`config.mk`:
```
export PLATFORM = sky130hd
export DESIGN_NAME = sipo_deframer
export DESIGN_NICKNAME = d
export VERILOG_FILES = /design/src/rtl/sipo_deframer.sv
export SDC_FILE = /design/constraint.sdc
export NUM_CORES = 1
export LEC_CHECK = 0
export BUFFER_PORTS_ARGS = -buffer_cell sky130_fd_sc_hd__buf_2
export CORE_ASPECT_RATIO = 0.75
export CORE_MARGIN = 4
export CORE_UTILIZATION = 40
export CTS_BUF_LIST = sky130_fd_sc_hd__clkbuf_16
export CTS_CLUSTER_SIZE = 10
export DETAILED_ROUTE_END_ITERATION = 6
export HOLD_SLACK_MARGIN = 0.1
export PLACE_DENSITY = 0.68
export REMOVE_ABC_BUFFERS = 1
export SKIP_CTS_REPAIR_TIMING = 1
export SLEW_MARGIN = 30
export SYNTH_ARGS = -nofsm -noshare
export SYNTH_HDL_FRONTEND = slang
export SYNTH_SLANG_ARGS = --single-unit
export TNS_END_PERCENT = 50
```
`constraint.sdc`:
```
create_clock -name clk -period 4.43 [get_ports clk]
set_input_delay 0.886 -clock clk [delete_from_list [all_inputs] [get_ports clk]]
set_output_delay 0.886 -clock clk [all_outputs]
set_load 0.01 [all_outputs]
```
`src/rtl/sipo_deframer.sv`:
```
// Serial-in/parallel-out deframer: reassembles WIDTH-bit words from a strobed
// bit stream and buffers them in a first-word-fall-through FIFO.
module sipo_deframer #(
  parameter int WIDTH     = 4,
  parameter int DEPTH     = 2,
  parameter int MSB_FIRST = 1
) (
  input  logic                    clk,
  input  logic                    rst_n,
  input  logic                    ser_in,
  input  logic                    ser_valid,
  input  logic                    ser_start,
  output logic [WIDTH-1:0]        par_data,
  output logic                    par_valid,
  input  logic                    par_ready,
  output logic [$clog2(DEPTH):0]  fifo_count,
  output logic                    overflow,
  output logic                    frame_err,
  input  logic                    clr_err
);

  localparam int CW = (WIDTH > 1) ? $clog2(WIDTH) : 1;
  localparam int PW = $clog2(DEPTH);

  logic [WIDTH-1:0] sr, base, word;
  logic [CW-1:0]    bit_cnt, eff_cnt;
  logic [PW-1:0]    wr_ptr, rd_ptr;
  logic [WIDTH-1:0] mem [DEPTH];
  logic             push, pop, full, wr;

  // A start bit restarts assembly from an empty register, so the first bit
  // of every word ends up in the same place whether or not it was flagged.
  always_comb begin
    base    = ser_start ? '0 : sr;
    eff_cnt = ser_start ? '0 : bit_cnt;
    if (MSB_FIRST != 0)
      word = (base << 1) | WIDTH'(ser_in);
    else
      word = (base >> 1) | (WIDTH'(ser_in) << (WIDTH - 1));
    push = ser_valid && (eff_cnt == CW'(WIDTH - 1));
  end

  assign par_valid = (fifo_count != '0);
  assign par_data  = par_valid ? mem[rd_ptr] : '0;
  assign full      = (fifo_count == ($clog2(DEPTH)+1)'(DEPTH));
  assign pop       = par_valid && par_ready;
  // When full, a same-cycle pop frees the head slot, which is exactly wr_ptr.
  assign wr        = push && (!full || pop);

  always_ff @(posedge clk) begin
    if (!rst_n) begin
      sr         <= '0;
      bit_cnt    <= '0;
      wr_ptr     <= '0;
      rd_ptr     <= '0;
      fifo_count <= '0;
      overflow   <= 1'b0;
      frame_err  <= 1'b0;
      for (int i = 0; i < DEPTH; i++) mem[i] <= '0;
    end else begin
      if (ser_valid) begin
        sr      <= word;
        bit_cnt <= push ? '0 : eff_cnt + 1'b1;
      end
      if (wr) begin
        mem[wr_ptr] <= word;
        wr_ptr      <= wr_ptr + 1'b1;
      end
      if (pop) rd_ptr <= rd_ptr + 1'b1;
      if (wr && !pop)      fifo_count <= fifo_count + 1'b1;
      else if (!wr && pop) fifo_count <= fifo_count - 1'b1;
      // Set beats clear when both happen in the same cycle.
      overflow  <= (push && full && !pop) || (overflow && !clr_err);
      frame_err <= (ser_valid && ser_start && (bit_cnt != '0)) || (frame_err && !clr_err);
    end
  end

endmodule

```
==> metrics.yaml <==
outcome: "completed"
top_layer_used: "met3"
ctsLongestPathBuffers: 2
grt_setup_unrepaired: "no"
timing.critical_path.from_type: "input port"
hold_violations: 0
netlist_top_cells_area: "dfxtp_1 (26%), edfxtp_1 (26%), mux2i_1 (5.5%), nor2_1 (4.1%), inv_1 (2.9%)"
layout_worst_path_cycle_share: 0.502
final_cell_area_um2: 1110
critPathTopFamily: "simple AND/OR/NAND/NOR gates"
synth_top_area_cell: "dfxtp_1"
path_class: "in -> reg"
drt-wirelength-per-cell_um: 12.8
min_period_ns: 2.22
antenna_found_initial: 0
detail_route.first_pass.iterations: 4
filler_cell_count: 207
clkLatencyLatePin_ns: 0.25
worstPathRequired_ns: 4.61
synth_seq_cells: 20
endpoint_kind: "flop"
worst_slack_ns: 2.21
total_power_mw: 0.494
route.vias.total: 690
yosys_warnings: 0
synthDominantCellAreaShare: 0.263
placement.io_buffers: 15
tritoncts: "built"
yosysSeqAreaShare: 0.526
clock_sink_count: 20
layout.nets: 118
met2RoutedLength_um: 811
p_per_area_nw_per_um2: 444
wl_met1_um: 794
stdcell_count: 132
grt_max_degree: 14
slowest_stage: "or3b_1"
yosysUniqueCellTypes: 29
postSynthAreaPerCell_um2: 9.93
numPlacedInstances: 128
post_drt_via_cell_ratio: 5.23
num_rows: 14
drt_iter0_markers: 7
post_route_cells_drive_above_1_share: 0.213
height_of_the_die_um: 49.4
drv.max_cap_violation_count: 0
grt_first_pass_wirelength_um: 2810
drt_wl_total_um: 1700
clock_tree.htree_level_count: 1
drc_errors: 0
post_synth_inst_count: 92
start_util: 0.438
die_width_um: 63.2
critical_path.cell_chain: "buf_2 -> or3b_1 -> nand3_1 -> inv_1 -> ha_1 -> or3_1 -> a21oi_1"
max_clock_freq_mhz: 450
finClkSkew_ns: 0.00411
top_level_ports: 16
timing.setup.tns_ns: 0
synthesis.area_um2: 913
grt_overflow_total: 0
max_stage_delay_ns: 0.38
worst-path-max-fanout: 3
setup_viol: 0
first_global_vias: 637
clock_transition_at_path_regs_ns: 0.06
drv_slew: 0
irDropWorstVdd_v: 0.000229
slew-limit-headroom: 0.582
p_leak_nw: 0.461
grt_use_total: 0.115
worst_slew_pin_slew_ns: 0.620
critical_path.n_buffers_inverters: 2
antenna_cells_inserted: 0
post_dp_cell_area_um2: 1010
hp-class: "reg -> reg"
cts_made_buffers: 3
detail-route-antenna-nets: 0
design.core.area_um2: 2080
die-area_um2: 3120
routabilityCongestion: 0.803
cts-root-buf: "clkbuf_16"
pre_cts_ws_ns: 1.96
dr_wl_met3_um: 90
hpwl_um: 1280
area_growth_syn_to_layout_pct: 21.8
arrival_ns: 2.41
[path summary, 6_finish.rpt]
| check | from | to | slack (ns) | cells past startpoint |
|---|---|---|---|---|
| max | par_ready | fifo_count[1] | 2.21 | 7 |
| min reg2reg | bit_cnt[1] | bit_cnt[1] | 0.49 | 2 |
| min | bit_cnt[1] | bit_cnt[1] | 0.49 | 2 |
| max reg2reg | fifo_count[1] | fifo_count[1] | 2.52 | 6 |
[sequential cells by signal, indices dropped and copies added (netlist names), named ones only]
| signal | flops |
|---|---|
| fifo_count | 2 |
| bit_cnt | 2 |
| wr_ptr | 1 |
| overflow | 1 |
| mem | 8 |
| frame_err | 1 |
| rd_ptr | 1 |
| sr | 3 |
[layout by cell type, fill, tap and decap left out]
cell	netlist	final
edfxtp_1	8	8
nand3_1	1	1
o211ai_1	1	1
and4_1	1	1
dfxtp_1	12	12
ha_1	2	2
nor2_1	10	10
a21oi_1	5	5
nor2b_1	2	2
bufinv_16	0	1
nand2b_1	3	3
o21ai_0	4	4
or4_4	1	1
mux2i_1	5	5
or3_1	1	1
nor3b_2	1	1
buf_2	0	15
or3_2	1	1
or3b_2	1	1
nor3_1	5	5
nand3b_1	1	1
a2bb2oi_1	1	1
nor4_1	1	1
xor2_1	3	3
and2_1	2	2
nand2_1	5	5
clkbuf_16	0	3
o22ai_1	2	2
inv_1	7	7
or3b_1	1	1
and3_1	2	2
[synthesized netlist by cell type]
cell type	instances
dfxtp_1	12
nor3_1	5
and2_1	2
xor2_1	3
mux2i_1	5
inv_1	7
o211ai_1	1
or3_2	1
nand2b_1	3
and3_1	2
and4_1	1
nor3b_2	1
or3b_1	1
edfxtp_1	8
or3_1	1
ha_1	2
nand3b_1	1
nor2_1	10
clkbuf_1	3
a21oi_1	5
or3b_2	1
or4_4	1
o22ai_1	2
a2bb2oi_1	1
nand3_1	1
nand2_1	5
o21ai_0	4
nor2b_1	2
nor4_1	1
[stage by stage]
step / hold WS (ns) / util
detailed placement: 0.475 / 0.483
global route: 0.513 / 0.534
floorplan: 0.453 / -
CTS: 0.484 / 0.534
global placement: 0.454 / 0.483
finish: 0.485 / 0.534
[cell type report]
class                   count  area (um2)  area share
repair buffers             15        75.1      0.0675
clock buffers               3        75.1      0.0675
inverters                   7        26.3      0.0236
multi-input cells          62         395       0.355
flip-flops and latches     20         480       0.432
well taps                  24        30.0      0.0270
clock inverters             1        30.0      0.0270
[layer usage]
| metal | up-vias | global-route usage |
|---|---|---|
| met5 | - | 0 |
| met4 | 0 | 0.0215 |
| met3 | 0 | 0.0438 |
| met2 | 16 | 0.182 |
| met1 | 320 | 0.150 |
| li1 | 354 | - |
[power by group]
group / internal (mW) / switching [mW]
Sequential: 0.200 / 0.00759
Combinational: 0.0184 / 0.0242
Clock: 0.179 / 0.0652
[worst reg2reg max path, cell delays in order, from the launching register on]
cell	delay, ns
dfxtp_1	0.42
or3b_1	0.40
nand3_1	0.15
inv_1	0.08
ha_1	0.31
or3_1	0.35
a21oi_1	0.14
[cells by family after synthesis]
family,Yosys count,share of synthesized area
AOI/OAI and AO/OA,13,0.0808
xor gates and xnor gates,3,0.0288
adders and majority gates,2,0.0274
buffers and inverters,10,0.0411
DFF,20,0.526
muxes,5,0.0548
and+or+nand+nor,39,0.241
Note: power is estimated with default switching activity, not from simulation.
